`config.mk`:
```
export PLATFORM = sky130hd
export DESIGN_NAME = sram_burst_reader
export DESIGN_NICKNAME = d
export VERILOG_FILES = /design/src/rtl/sram_pkg.sv /design/src/rtl/sync_fifo.sv /design/src/rtl/sram_burst_reader.sv
export SDC_FILE = /design/constraint.sdc
export NUM_CORES = 1
export LEC_CHECK = 0
export BUFFER_PORTS_ARGS = -buffer_cell sky130_fd_sc_hd__buf_2
export CORE_ASPECT_RATIO = 0.7
export CORE_MARGIN = 1.5
export CORE_UTILIZATION = 40
export DETAILED_ROUTE_END_ITERATION = 10
export PLACE_DENSITY = 0.61
export SYNTH_ARGS = -nofsm -noshare
export SYNTH_HDL_FRONTEND = slang
export SYNTH_SLANG_ARGS = --single-unit
```
`constraint.sdc`:
```
create_clock -name clk -period 2 [get_ports clk]
set_input_delay 0.6 -clock clk [delete_from_list [all_inputs] [get_ports clk]]
set_output_delay 0.6 -clock clk [all_outputs]
set_load 0.02 [all_outputs]
```
`src/rtl/sram_pkg.sv`:
```
// -----------------------------------------------------------------------------
// sram_pkg
//   Shared constants and types for the 32x32 SRAM and its burst reader.
//   ADDR_W / DATA_W  : geometry of the sram block (32 words of 32 bits)
//   rd_state_t       : burst reader FSM encoding (IDLE, ISSUE, DRAIN)
//   sram_word_t      : one SRAM data word
// -----------------------------------------------------------------------------
package sram_pkg;

  localparam int ADDR_W = 5;
  localparam int DATA_W = 32;

  typedef enum logic [1:0] {
    IDLE  = 2'd0,
    ISSUE = 2'd1,
    DRAIN = 2'd2
  } rd_state_t;

  typedef logic [DATA_W-1:0] sram_word_t;

endpackage

```
`src/rtl/sync_fifo.sv`:
```
// -----------------------------------------------------------------------------
// sync_fifo
//   Single-clock FIFO with occupancy count. The head word is presented
//   combinationally on pop_data (first-word fall-through) and reads as zero
//   while the FIFO is empty.
//
//   Ports:
//     clk, rst   : clock, synchronous active-high reset (empties the FIFO)
//     push       : write push_data this cycle (ignored when full and not popping)
//     push_data  : word to write
//     pop        : consume the head word this cycle (ignored when empty)
//     pop_data   : current head word, zero when empty
//     empty      : no words held
//     count      : number of words held, 0..DEPTH
// -----------------------------------------------------------------------------
module sync_fifo #(
  parameter  int WIDTH = 32,
  parameter  int DEPTH = 4,
  localparam int CNT_W = $clog2(DEPTH + 1),
  localparam int PTR_W = (DEPTH > 1) ? $clog2(DEPTH) : 1
) (
  input  logic             clk,
  input  logic             rst,
  input  logic             push,
  input  logic [WIDTH-1:0] push_data,
  input  logic             pop,
  output logic [WIDTH-1:0] pop_data,
  output logic             empty,
  output logic [CNT_W-1:0] count
);

  logic [WIDTH-1:0] mem [DEPTH];
  logic [PTR_W-1:0] wr_ptr;
  logic [PTR_W-1:0] rd_ptr;
  logic             full;
  logic             do_push;
  logic             do_pop;

  // Pointers wrap explicitly so non-power-of-two depths also work.
  function automatic logic [PTR_W-1:0] ptr_inc(input logic [PTR_W-1:0] p);
    if (p == PTR_W'(DEPTH - 1)) return '0;
    return p + 1'b1;
  endfunction

  assign empty   = (count == '0);
  assign full    = (count == CNT_W'(DEPTH));
  assign do_pop  = pop && !empty;
  // A push into a full FIFO is still safe when the head leaves in the same cycle.
  assign do_push = push && (!full || do_pop);

  assign pop_data = empty ? '0 : mem[rd_ptr];

  always_ff @(posedge clk) begin
    if (do_push) mem[wr_ptr] <= push_data;
  end

  always_ff @(posedge clk) begin
    if (rst) begin
      wr_ptr <= '0;
      rd_ptr <= '0;
      count  <= '0;
    end else begin
      if (do_push) wr_ptr <= ptr_inc(wr_ptr);
      if (do_pop)  rd_ptr <= ptr_inc(rd_ptr);
      case ({do_push, do_pop})
        2'b10:   count <= count + 1'b1;
        2'b01:   count <= count - 1'b1;
        default: count <= count;
      endcase
    end
  end

endmodule

```
`src/rtl/sram_burst_reader.sv`:
```
// -----------------------------------------------------------------------------
// sram_burst_reader
//   Turns a start/base/len command into a sequence of SRAM addresses and
//   delivers the returned words as a valid/ready stream. The SRAM has a
//   one-cycle registered read and no enable, so a two-stage tag pipeline
//   marks which returning words belong to the burst.
//
//   Ports:
//     clk, rst   : clock, synchronous active-high reset
//     start      : command strobe, honoured only in IDLE
//     base       : first word address of the burst
//     len        : burst length in words, 0..2**ADDR_W
//     busy       : burst in progress (ISSUE or DRAIN)
//     done       : one-cycle pulse when a burst (including len=0) completes
//     sram_adr   : registered address to the SRAM
//     sram_data  : SRAM read data, one cycle after sram_adr is sampled
//     out_data   : stream data (zero while out_valid is low)
//     out_valid  : stream valid
//     out_ready  : stream ready from the consumer
//     dbg_state  : current FSM state
//
//   Stream handshake: a word moves when out_valid && out_ready on a rising
//   edge. Once out_valid is raised, it and out_data stay unchanged until that
//   transfer happens.
//
//   Pipeline for an address placed on sram_adr at edge e:
//     e   : sram_adr loaded,          tag_adr  <= 1
//     e+1 : SRAM samples sram_adr,    tag_data <= 1
//     e+2 : sram_data pushed into the FIFO, out_valid rises
//   FIFO_DEPTH must be at least 4 to sustain one word per cycle.
// -----------------------------------------------------------------------------
module sram_burst_reader
  import sram_pkg::*;
#(
  parameter int ADDR_W     = sram_pkg::ADDR_W,
  parameter int DATA_W     = sram_pkg::DATA_W,
  parameter int FIFO_DEPTH = 4
) (
  input  logic              clk,
  input  logic              rst,
  input  logic              start,
  input  logic [ADDR_W-1:0] base,
  input  logic [ADDR_W:0]   len,
  output logic              busy,
  output logic              done,
  output logic [ADDR_W-1:0] sram_adr,
  input  logic [DATA_W-1:0] sram_data,
  output logic [DATA_W-1:0] out_data,
  output logic              out_valid,
  input  logic              out_ready,
  output rd_state_t         dbg_state
);

  localparam int CNT_W = $clog2(FIFO_DEPTH + 1);

  rd_state_t         state;
  rd_state_t         state_nxt;
  logic [ADDR_W-1:0] adr_nxt;
  logic [ADDR_W:0]   rem;          // addresses still to issue
  logic [ADDR_W:0]   rem_nxt;
  logic              issue;        // a burst address goes onto sram_adr this edge
  logic              done_nxt;

  logic              tag_adr;      // sram_adr holds a burst address
  logic              tag_data;     // sram_data holds a burst word
  logic [1:0]        inflight;
  logic [CNT_W:0]    occupancy;
  logic              credit_ok;

  logic [CNT_W-1:0]  fifo_count;
  logic              fifo_empty;
  logic              pop;

  // ---------------------------------------------------------------------------
  // Credit accounting: every word already in the FIFO or still in the SRAM
  // pipeline owns a FIFO slot, so a new address is issued only if a slot is
  // left for it even when the consumer stalls indefinitely.
  // ---------------------------------------------------------------------------
  assign inflight  = {1'b0, tag_adr} + {1'b0, tag_data};
  assign occupancy = (CNT_W + 1)'(fifo_count) + (CNT_W + 1)'(inflight);
  assign credit_ok = occupancy < (CNT_W + 1)'(FIFO_DEPTH);

  assign out_valid = !fifo_empty;
  assign pop       = out_valid && out_ready;

  assign busy      = (state != IDLE);
  assign dbg_state = state;

  // ---------------------------------------------------------------------------
  // FSM next-state and datapath control
  // ---------------------------------------------------------------------------
  always_comb begin
    state_nxt = state;
    adr_nxt   = sram_adr;
    rem_nxt   = rem;
    issue     = 1'b0;
    done_nxt  = 1'b0;

    case (state)
      IDLE: begin
        if (start) begin
          if (len == '0) begin
            // Empty burst: acknowledge without touching the SRAM.
            done_nxt = 1'b1;
          end else begin
            // The FIFO is empty in IDLE, so the first address always has credit.
            adr_nxt   = base;
            rem_nxt   = len - 1'b1;
            issue     = 1'b1;
            state_nxt = (len == (ADDR_W + 1)'(1)) ? DRAIN : ISSUE;
          end
        end
      end

      ISSUE: begin
        if (credit_ok) begin
          // Natural ADDR_W-bit overflow gives the modulo-2**ADDR_W wrap.
          adr_nxt = sram_adr + 1'b1;
          rem_nxt = rem - 1'b1;
          issue   = 1'b1;
          if (rem == (ADDR_W + 1)'(1)) state_nxt = DRAIN;
        end
      end

      DRAIN: begin
        // Finish on the edge where the last word leaves the stream, so done
        // appears in the cycle right after the final transfer.
        if (inflight == 2'd0 &&
            (fifo_count == '0 || (fifo_count == CNT_W'(1) && pop))) begin
          state_nxt = IDLE;
          done_nxt  = 1'b1;
        end
      end

      default: state_nxt = IDLE;
    endcase
  end

  // ---------------------------------------------------------------------------
  // State, address, length counter and tag pipeline
  // ---------------------------------------------------------------------------
  always_ff @(posedge clk) begin
    if (rst) begin
      state    <= IDLE;
      sram_adr <= '0;
      rem      <= '0;
      tag_adr  <= 1'b0;
      tag_data <= 1'b0;
      done     <= 1'b0;
    end else begin
      state    <= state_nxt;
      sram_adr <= adr_nxt;
      rem      <= rem_nxt;
      tag_adr  <= issue;
      tag_data <= tag_adr;
      done     <= done_nxt;
    end
  end

  // ---------------------------------------------------------------------------
  // Output buffer
  // ---------------------------------------------------------------------------
  sync_fifo #(
    .WIDTH (DATA_W),
    .DEPTH (FIFO_DEPTH)
  ) u_fifo (
    .clk       (clk),
    .rst       (rst),
    .push      (tag_data),
    .push_data (sram_data),
    .pop       (pop),
    .pop_data  (out_data),
    .empty     (fifo_empty),
    .count     (fifo_count)
  );

endmodule

```
==> results.md, run 1 <==
* Failing checks: setup timing
* Port Buf Inserts at 88
* RSZ-0062 raised after global routing: true
* First-pass GRT wire length at 21500 um
* Post-synth EDFFs at 128
* Slew Limit Headroom at 62.1%
* Core Footprint at 0.0156 mm2
* # nets final at 590
* Max IR drop VDD at 509 uV
* Main combinational cell family by area after synthesis: multiplexers
* Max Cap Violations at 0
* Worst-path fanout max at 7
* FMAX at 0.416 GHz
* Routed len/inst at 18.7 um
* Area grow syn2layout at 32.3%
* Adder-Cell Fraction of Synth Area at 3.67%
* Max Buffers Root-to-Sink at 2
* CP Launch Type: flip-flop
* Final worst-path setup slack at -404 ps
* Final setup violating endpoints at 34
* Pre-antenna DRT Iters at 4
* WL final at 13800 um
* Min Tclk post-route at 2400 ps
* Via density at 5.24
* Vias in the first global route at 3971
* Gr usage total at 17.3%
* Setup WS pre-CTS at -56.6 ps
* Setup slack, reg-to-reg at -10 ps
* FFs w/ async S/R, synth at 0%
* Mux share of post-synthesis cell area at 11.3%
* GRT overflow at 0
* Leakage power at 3.12 nW
* Min-delay worst type: primary input to flip-flop
* Worst EP arrival at 1800 ps
* Post-synthesis compound-gate area fraction at 6.51%
* Worst Setup End Kind: output pin
* Post-Synth XOR/XNOR Area at 0.541%
* Mapped Area at 0.00648 mm2
* Residual DRC at 0
* Diode count at 0
* Post-DP HPWL at 8530 um
* Critical path type: flip-flop to output pin
* Pwr per Cell Area at 1340 mW/mm2
* Req. time, crit path at 1400 ps
* Width of the die at 155 um
* Max Slew Vio Count at 0
* Post-CTS Hold Fix Bufs at 0
* Pin count of the biggest net entering global routing at 25
* DIE AREA at 0.0170 mm2
* Largest cells by area after synthesis: edfxtp_1 (59%), mux4_2 (11%), dfxtp_1 (7.7%)
* Mapped Avg Cell Area at 16.5 um2
* Clock Latency Late Sink at 420 ps
* Outcome: complete, but fails checks
* Synth top area share at 59.3%
* Initial antenna violation count at 0
* Tcrit/Tclk final at 120%
* Share of layout cells above drive strength 1 at 47.1%
* Clock root cell: clkbuf_16
* Hold Path Stages at 1
* I/O pins at 89
* Simple-Gate Fraction of Synth Area at 8.81%
* DRT antenna net count at 0
* Yosys reg bits at 153
* Synth Flop Type: edfxtp_1
* Post-synthesis net count at 459
* # clock sinks at 153
* Yosys warns at 0
* DRT iter0 DRCs at 242
* Layout Skew at 6.23 ps
* Area leader, netlist: edfxtp_1
* Final Hold Fails at 0
* Routability congestion estimate from global placement at 0.819
* Die height at 109 um
* Reg2Reg Depth at 12
* Row Count at 38
* Sequential area share after synthesis at 67.1%
* Unique masters post-synth at 52
* CTS tree: yes
* Via count at 3860
* Htree depth at 4
* Starting Density at 41.4%
* Final Util at 54.8%
* CTS clk-pin slew, worst paths at 60 ps
* Synthesized instance count at 393
* Most frequent cell after synthesis: edfxtp_1
* Num CTS Buffers at 17
* Commonest cells in the synthesized netlist: edfxtp_1 (128), and2_1 (36), mux4_2 (32), dfxtp_1 (25), ha_1 (19)
* Worst-Margin Slew at 564 ps
==> timing repair <==
action,in CTS,in global routing
buffers inserted,8,1
endpoints found under the setup margin,34,36
gates cloned,4,0
pin swaps,29,6
resized for setup,98,28
==> cell usage in the layout (no fill, tap or decap), types with 4 or more instances in the layout <==
| cell type | n |
|---|---|
| buf_12 | 12 |
| inv_1 | 13 |
| o311ai_1 | 4 |
| nand2_1 | 15 |
| xor2_1 | 4 |
| nor3_1 | 7 |
| inv_6 | 4 |
| nand3_1 | 8 |
| nor2_1 | 10 |
| clkbuf_16 | 17 |
| edfxtp_1 | 128 |
| buf_2 | 55 |
| mux4_2 | 32 |
| and2_2 | 4 |
| buf_4 | 22 |
| buf_6 | 35 |
| a21oi_1 | 17 |
| dfxtp_1 | 20 |
| clkinv_4 | 4 |
| ha_1 | 17 |
| dfxtp_2 | 4 |
| and2_4 | 32 |
| a211oi_1 | 4 |
==> flip-flops by register name, summed over array words and instances (netlist names), named ones only <==
name           cells
done               1
rem                6
u_fifo.rd_ptr      2
u_fifo.wr_ptr      2
tag_data           1
u_fifo.mem       128
sram_adr           5
dbg_state          2
u_fifo.count       3
tag_adr            1
==> critical path: stages, from the launching register on <==
cell,delay [ps]
dfxtp_4,430
buf_12,160
mux4_2,510
and2_4,160
buf_6,120
==> final timing paths <==
path,endpoint,startpoint
worst max-delay path,out_data[24],flip-flop
worst min-delay path,u_fifo.mem[1][7]$_DFFE_PP_,sram_data[7]
worst max register to register,u_fifo.count[2]$_SDFFE_PP0P_,u_fifo.count[1]$_SDFFE_PP0P_
worst min register to register,flip-flop,u_fifo.rd_ptr[1]$_SDFFE_PP0P_
==> through the flow <==
step | total power (W) | setup TNS [ps] | std cells | cell area [um2] | hold slack (ps)
after floorplan | 0.00555 | -1860 | 393 | 6480 | 441
after CTS | 0.0114 | -14030 | 738 | 8530 | 377
after global placement | 0.00657 | -63.6 | 694 | 7440 | 459
final | 0.0114 | -12080 | 737 | 8570 | 396
after detailed placement | 0.00661 | -411 | 694 | 7440 | 470
after global routing | 0.0119 | -14270 | 737 | 8570 | 382
==> per-layer routing <==
| layer | track usage, % | vias to the layer above | routed length [um] |
|---|---|---|---|
| met1 | 23.7 | 1946 | 6570 |
| met2 | 26.4 | 98 | 6390 |
| met5 | 0 | - | 0 |
| met4 | 5.70 | 0 | 125 |
| li1 | - | 1807 | - |
| met3 | 5.40 | 9 | 670 |
==> layout make-up <==
class | instances | area [um2]
clock inverter | 15 | 191
clock buffer | 17 | 425
sequential | 153 | 4350
tap | 200 | 250
inverter | 16 | 62.6
fill | 1227 | 7080
timing repair buffer | 128 | 1160
multi-input combinational | 208 | 2120
==> kinds of logic (layout without fill, tap and decap cells) <==
| family | count (synthesis) | count (layout) |
|---|---|---|
| flops | 153 | 153 |
| simple gates | 99 | 99 |
| compound gates | 53 | 53 |
| mux | 33 | 33 |
| buf+inv | 32 | 176 |
| fa+ha+maj | 19 | 19 |
| xor+xnor | 4 | 4 |
==> power by group <==
group,total (W),switching (W),leakage [nW],internal (W)
registers,0.00371,0.000111,1.36,0.00360
clock network,0.00333,0.00134,0.297,0.00199
logic,0.00440,0.00197,1.46,0.00243
total,0.0114,0.00342,3.12,0.00802
Power figures use the tool's default switching activity.
==> inputs of run 2 (changes only) <==
Settings changed: CTS_BUF_LIST set to sky130_fd_sc_hd__clkbuf_4 sky130_fd_sc_hd__clkbuf_8, SYNTH_HIERARCHICAL set to 1.
==> run 2 against run 1 <==
The flow still finishes with violations (setup timing). First-iteration DRC count is 6.6% lower. Critical path type unchanged. Critical path depth stayed put. Critical endpoint is now out_data[27]. Area after synthesis is 1.5% higher. Setup slack worse by 44 ps.
==> results.md, run 2 <==
* Clock root cell: clkbuf_8
* Hold Path Stages at 1 (unchanged)
* Core Footprint at 0.0158 mm2 (+0.91%)
* Fin cells at 768 (+4.2%)
* Commonest cells in the synthesized netlist: edfxtp_1 (128), nor2b_1 (34), mux4_2 (32), dfxtp_1 (25), inv_1 (18)
* Biggest regs: u_fifo/mem: 128 flops, rem: 6 flops, sram_adr: 5 flops
* Failing checks: setup timing
* R2R Path End: u_fifo/mem[0][30]$_DFFE_PP_
* PnR Total Power at 0.00772 W (-32%)
* Placed Cells at 728 (+4.9%)
* CP Launch Type: flip-flop
* Via count at 3941 (+2.1%)
* Worst-Margin Slew at 592 ps (+28.3 ps)
* Outcome: complete, but fails checks
* Max IR drop VDD at 417 uV (-18%)
* Vias in the first global route at 3924 (-1.2%)
* Final worst-path setup slack at -448 ps (-43.9 ps)
* DRT antenna net count at 0 (unchanged)
* Met2 Use GR at 25.0% (-1.4 points)
* Final setup violating endpoints at 33 (-2.9%)
* Unique masters post-synth at 59 (+13%)
* Slew Limit Headroom at 60.2% (-1.9 points)
* Largest cells by area after synthesis: edfxtp_1 (58%), mux4_2 (11%), dfxtp_1 (7.6%)
* CTS tree: yes
* Post-CTS Hold Fix Bufs at 0 (unchanged)
* Share of layout cells above drive strength 1 at 41.0% (-6.1 points)
* Yosys warns at 6 (+6)
* WL final at 13400 um (-2.5%)
* Req. time, crit path at 1400 ps (about the same)
* FMAX at 0.409 GHz (-1.8%)
* Min Tclk post-route at 2450 ps (+43.9 ps)
* Pre-antenna DRT Iters at 4 (unchanged)
* Clock power share at 30.6% (+1.5 points)
* Switch share at 27.3% (-2.6 points)
* Starting Density at 41.7% (+0.24 points)
* Gr usage total at 16.4% (-0.87 points)
* Clock Latency Late Sink at 440 ps (+20 ps)
* Setup tns final at -12970 ps (-885 ps)
* Max Buffers Root-to-Sink at 2 (unchanged)
* Internal at 0.00561 W (-30%)
* RSZ-0062 raised after global routing: true
* Port Buf Inserts at 88 (unchanged)
* Die height at 110 um (+0.73%)
* DRT iter0 DRCs at 226 (-6.6%)
* Layout Skew at 14.5 ps (+8.24 ps)
* Combinational power share at 19.8% (-19 points)
* GR Layer Usage met1 at 22.9% (-0.78 points)
* Worst-path fanout max at 13 (+6)
* Synthesized instance count at 401 (+2.0%)
* Reg2Reg Depth at 7 (-5)
* Post-synthesis net count at 463 (+0.87%)
* Reg power frac at 49.6% (+17 points)
* Critical path type: flip-flop to output pin
* Num CTS Buffers at 17 (unchanged)
* CTS clk-pin slew, worst paths at 80 ps (+20 ps)
* Worst EP arrival at 1850 ps (+50 ps)
* Tcrit/Tclk final at 122% (+2.2 points)
* Setup slack, reg-to-reg at 110 ps (+120 ps)
* Max Cap Violations at 0 (unchanged)
* I/O pins at 89 (unchanged)
* FFs w/ async S/R, synth at 0% (unchanged)
* Via density at 5.13 (-2.0%)
* Final Hold Fails at 0 (unchanged)
* Worst Hold End: u_fifo/mem[0][16]$_DFFE_PP_
* Mapped Area at 0.00658 mm2 (+1.5%)
* Largest register by flop count: u_fifo/mem
* Most frequent cell after synthesis: edfxtp_1
* Sequential area share after synthesis at 66.1% (-1.0 points)
* Residual DRC at 0 (unchanged)
* # nets final at 596 (+1.0%)
* Initial antenna violation count at 1 (+1)
* FF-to-FF Start: u_fifo/count[2]$_SDFFE_PP0P_
* Routability congestion estimate from global placement at 0.763 (-6.8%)
* Most frequent cells in the layout: edfxtp_1 (128), buf_2 (79), buf_4 (39)
* Routed len/inst at 17.5 um (-6.4%)
* Most crowded layer after global routing: met2
* Largest register FFs at 128 (unchanged)
* Commonest non-fill, non-tap cell in the layout: edfxtp_1
* Width of the die at 156 um (+0.74%)
* Synth Flop Type: edfxtp_1
* Setup WS pre-CTS at -130 ps (-73.9 ps)
* First-pass GRT wire length at 20800 um (-3.1%)
* Pin count of the biggest net entering global routing at 23 (-8.0%)
* GRT overflow at 0 (unchanged)
* Synth top area share at 58.5% (-0.88 points)
* Htree depth at 4 (unchanged)
* # clock sinks at 153 (unchanged)
* Min-delay worst type: primary input to flip-flop
* Post-synth EDFFs at 128 (unchanged)
* Post-DP HPWL at 8840 um (+3.7%)
* Pwr per Cell Area at 950 mW/mm2 (-29%)
* Area grow syn2layout at 23.7%
* Area leader, netlist: edfxtp_1
* NetSw at 0.00211 W (-38%)
* Row Count at 38 (unchanged)
* Yosys reg bits at 153 (unchanged)
* Max Slew Vio Count at 0 (unchanged)
* Mapped Avg Cell Area at 16.4 um2 (-0.52%)
* Worst Setup End Kind: output pin
* Min-delay src: sram_data[16]
* Routing usage on met3 at 4.26% (-1.1 points)
* DIE AREA at 0.0172 mm2 (+1.5%)
* Leakage power at 2.92 nW (-6.3%)
[run 2: worst max-delay path by stage]
stage | start | endpoint | slack [ps] | cells past startpoint
final | flip-flop | out_data[27] | -450 | 4
after global routing | flip-flop | out_data[27] | -540 | 4
after CTS | flip-flop | out_data[12] | -490 | 4
after detailed placement | out_ready | u_fifo/count[2]$_SDFFE_PP0P_ | -130 | 7
after global placement | out_ready | u_fifo/count[2]$_SDFFE_PP0P_ | -30 | 7
after floorplan | u_fifo/count[0]$_SDFFE_PP0P_ | u_fifo/count[2]$_SDFFE_PP0P_ | 10 | 9
[run 2: layout make-up]
class / instances / area (um2)
inverters: 18 / 67.6
repair buffers: 132 / 925
fillers: 1352 / 7650
well taps: 220 / 275
flip-flops and latches: 153 / 4360
diodes: 2 / 5.00
clock inverters: 12 / 150
clock buffers: 19 / 249
multi-input cells: 212 / 2100
[run 2: power groups by stage]
stage / sequential (W) / combinational, W / clock, W
CTS: 0.00386 / 0.00143 / 0.00242
global route: 0.00385 / 0.00169 / 0.00256
floorplan: 0.00392 / 0.000923 / 0
global placement: 0.00391 / 0.00140 / 0
detailed placement: 0.00392 / 0.00143 / 0
finish: 0.00383 / 0.00153 / 0.00236
[run 2: critical path: stages (launching register included)]
cell     delay (ps)
dfxtp_4         390
buf_12          180
mux4_2          530
nor2b_1         150
buf_2           150
[run 2: cells by family after synthesis]
| kind of cell | synth area share, % |
|---|---|
| mux | 11.6 |
| compound gates | 6.74 |
| fa+ha+maj | 2.97 |
| xor+xnor | 0.400 |
| buf+inv | 2.78 |
| simple gates | 9.40 |
| flops | 66.1 |
[run 2: what timing repair did]
action | in CTS | in global routing
pin swaps | 1 | 1
gates cloned | 0 | 1
endpoints found under the setup margin | 35 | 35
setup buffers | 0 | 6
gates resized for setup | 5 | 24
[run 2: routing by layer]
layer / wire length, um / up-vias
met4: 174 / 0
li1: - / 1854
met3: 606 / 15
met5: 0 / -
met2: 6310 / 93
met1: 6330 / 1979
[run 2: through the flow]
stage | utilization (%) | area (um2) | hold slack (ps)
after floorplan | - | 6610 | 441
final | 51.5 | 8130 | 370
after global placement | 48.1 | 7600 | 451
after global routing | 51.5 | 8130 | 338
after detailed placement | 48.1 | 7600 | 468
after CTS | 50.7 | 8010 | 343
==> inputs of run 3 (changes only) <==
Settings changed: MAX_ROUTING_LAYER set to met4, SYNTH_HIERARCHICAL 1 to unset.
==> run 3 against run 2 <==
The run still ends with setup timing left. Combinational power increased to 2.9 times the previous value. Flip-flop and latch count unchanged. Clock power increased by 6%. Register-to-register slack got worse by 70 ps. Clock skew decreased by 4.5 ps. First-iteration DRC count decreased by 2.7%. Global-route usage increased by 0.90 points. Largest power group is now combinational logic.
==> results.md, run 3 (synthesized netlist as in run 1, its figures left out) <==
* Via density at 5.15 (+0.43%)
* Layout Skew at 9.96 ps (-4.50 ps)
* Starting Density at 41.4% (-0.24 points)
* Worst-path fanout max at 7 (-6)
* Post-CTS Hold Fix Bufs at 0 (unchanged)
* Via count at 3798 (-3.6%)
* FF-to-FF Start: u_fifo.count[0]$_SDFFE_PP0P_
* Post-DP HPWL at 8530 um (-3.5%)
* Min-delay src: sram_data[20]
* Pin count of the biggest net entering global routing at 25 (+8.7%)
* Final worst-path setup slack at -430 ps (+17.9 ps)
* # nets final at 590 (-1.0%)
* Worst-Margin Slew at 577 ps (-15.2 ps)
* Final Hold Fails at 0 (unchanged)
* Failing checks: setup timing
* Clock power share at 23.4% (-7.2 points)
* Req. time, crit path at 1400 ps (about the same)
* Max Slew Vio Count at 0 (unchanged)
* Seq. cell area at 0.00435 mm2 (-0.23%)
* Tcrit/Tclk final at 121% (-0.90 points)
* Hold Path Stages at 1 (unchanged)
* Width of the die at 155 um (-0.73%)
* Share of layout cells above drive strength 1 at 47.1% (+6.1 points)
* Setup WS pre-CTS at -56.6 ps (+73.9 ps)
* Htree depth at 4 (unchanged)
* Initial antenna violation count at 0 (-1)
* Combinational power share at 41.6% (+22 points)
* Largest register by flop count: u_fifo.mem
* Crit path cell chain: buf_12, mux4_2, and2_4, buf_6
* DRT antenna net count at 0 (unchanged)
* # clock sinks at 153 (unchanged)
* CTS tree: yes
* Leakage power at 3.03 nW (+3.8%)
* Worst Setup End Kind: output pin
* Min-delay worst type: primary input to flip-flop
* CP max stage cell: mux4_2
* Outcome: complete, but fails checks
* DRT iter0 DRCs at 220 (-2.7%)
* Reg2Reg Depth at 12 (+5)
* Setup tns final at -13150 ps (-180 ps)
* Most frequent cells in the layout: edfxtp_1 (128), buf_2 (55), buf_6 (34)
* Clock root cell: clkbuf_8
* Crit-path max cell delay at 510 ps (-20 ps)
* FMAX at 0.412 GHz (+0.74%)
* Min Tclk post-route at 2430 ps (-17.9 ps)
* Final Util at 53.6% (+2.1 points)
* CTS clk-pin slew, worst paths at 80 ps (about the same)
* Pre-antenna DRT Iters at 4 (unchanged)
* NetSw at 0.00330 W (+57%)
* DIE AREA at 0.0170 mm2 (-1.4%)
* Switch share at 31.1% (+3.8 points)
* Row Count at 38 (unchanged)
* CP Launch Type: flip-flop
* Largest register FFs at 128 (unchanged)
* Diode count at 0 (-2)
* # fillers at 1264 (-6.5%)
* Area grow syn2layout at 29.4%
* Area of the multi-input gates at 0.00212 mm2 (+1.4%)
* Residual DRC at 0 (unchanged)
* Critical path type: flip-flop to output pin
* I/O pins at 89 (unchanged)
* Max IR drop VDD at 544 uV (+30%)
* Worst EP arrival at 1830 ps (-20 ps)
* Max Cap Violations at 0 (unchanged)
* WL final at 13400 um (-0.39%)
* Clock Latency Late Sink at 450 ps (about the same)
* Vias in the first global route at 3961 (+0.94%)
* Core Footprint at 0.0156 mm2 (-0.90%)
* WHS at 366 ps (-4.37 ps)
* RSZ-0062 raised after global routing: true
* Internal at 0.00730 W (+30%)
* Num CTS Buffers at 17 (unchanged)
* First-pass GRT wire length at 21100 um (+1.2%)
* Routability congestion estimate from global placement at 0.831 (+8.9%)
* Pwr per Cell Area at 1270 mW/mm2 (+33%)
* Port Buf Inserts at 88 (unchanged)
* Routed len/inst at 18.1 um (+3.8%)
* Commonest non-fill, non-tap cell in the layout: edfxtp_1
* Biggest regs: u_fifo.mem: 128 flops, rem: 6 flops, sram_adr: 5 flops
* Final setup violating endpoints at 33 (unchanged)
* Gr usage total at 17.3% (+0.90 points)
* Slew Limit Headroom at 61.3% (+1.1 points)
* Reg power frac at 35.0% (-15 points)
* Die height at 109 um (-0.72%)
* GRT overflow at 0 (unchanged)
* PnR Total Power at 0.0106 W (+37%)
* Max Buffers Root-to-Sink at 2 (unchanged)
-- run 3: cell types whose count changed in the layout (fill, tap and decap cells not counted), sizes merged, moves of 4 or more --
cell and delta:
ha +5, nor2b -31, o311ai +5, a21oi +4
nand2 +8, a22oi -4, buf -4, and2 +32
-- run 3: path summary, 6_finish.rpt --
| path | end | slack [ps] |
|---|---|---|
| max reg2reg | u_fifo.count[2]$_SDFFE_PP0P_ | 40 |
| min reg2reg | flip-flop | 480 |
| min | u_fifo.mem[1][20]$_DFFE_PP_ | 370 |
| max | out_data[5] | -430 |
-- run 3: power groups by stage --
| stage | logic, W | registers [W] | clock network [W] |
|---|---|---|---|
| finish | 0.00441 | 0.00371 | 0.00249 |
| floorplan | 0.00180 | 0.00375 | 0 |
| detailed placement | 0.00285 | 0.00376 | 0 |
| CTS | 0.00432 | 0.00370 | 0.00254 |
| global placement | 0.00282 | 0.00375 | 0 |
| global route | 0.00470 | 0.00373 | 0.00266 |
-- run 3: cell type report --
class                      count  share of cell area [%]
inverter                      16                   0.717
tap                          200                    2.99
sequential                   153                    51.9
timing repair buffer         128                    13.9
multi-input combinational    208                    25.3
clock buffer                  17                    2.79
clock inverter                15                    2.28
-- run 3: worst max-delay path: cells and delay by family (launching register included) --
family	cells	cell delay (ps)
multiplexers	1	510
flip-flops	1	440
buffers and inverters	2	280
AND/OR/NAND/NOR	1	150
-- run 3: per-layer routing --
layer	vias to the layer above	GRT usage [%]	part of all wire, %
met4	0	6.94	1.7
li1	1803	-	-
met3	18	4.34	4.0
met1	1894	22.7	48
met2	83	26.2	46
met5	-	-	0
-- run 3: through the flow --
stage / instances / area [um2]
after floorplan: 393 / 6480
after global placement: 694 / 7440
after detailed placement: 694 / 7440
after CTS: 738 / 8340
after global routing: 737 / 8380
final: 737 / 8380
-- run 3: repair_timing --
action | CTS | global route
pin swaps | 29 | 7
setup endpoints to repair | 35 | 35
gates cloned | 4 | 0
buffers inserted | 8 | 1
resized for setup | 99 | 28
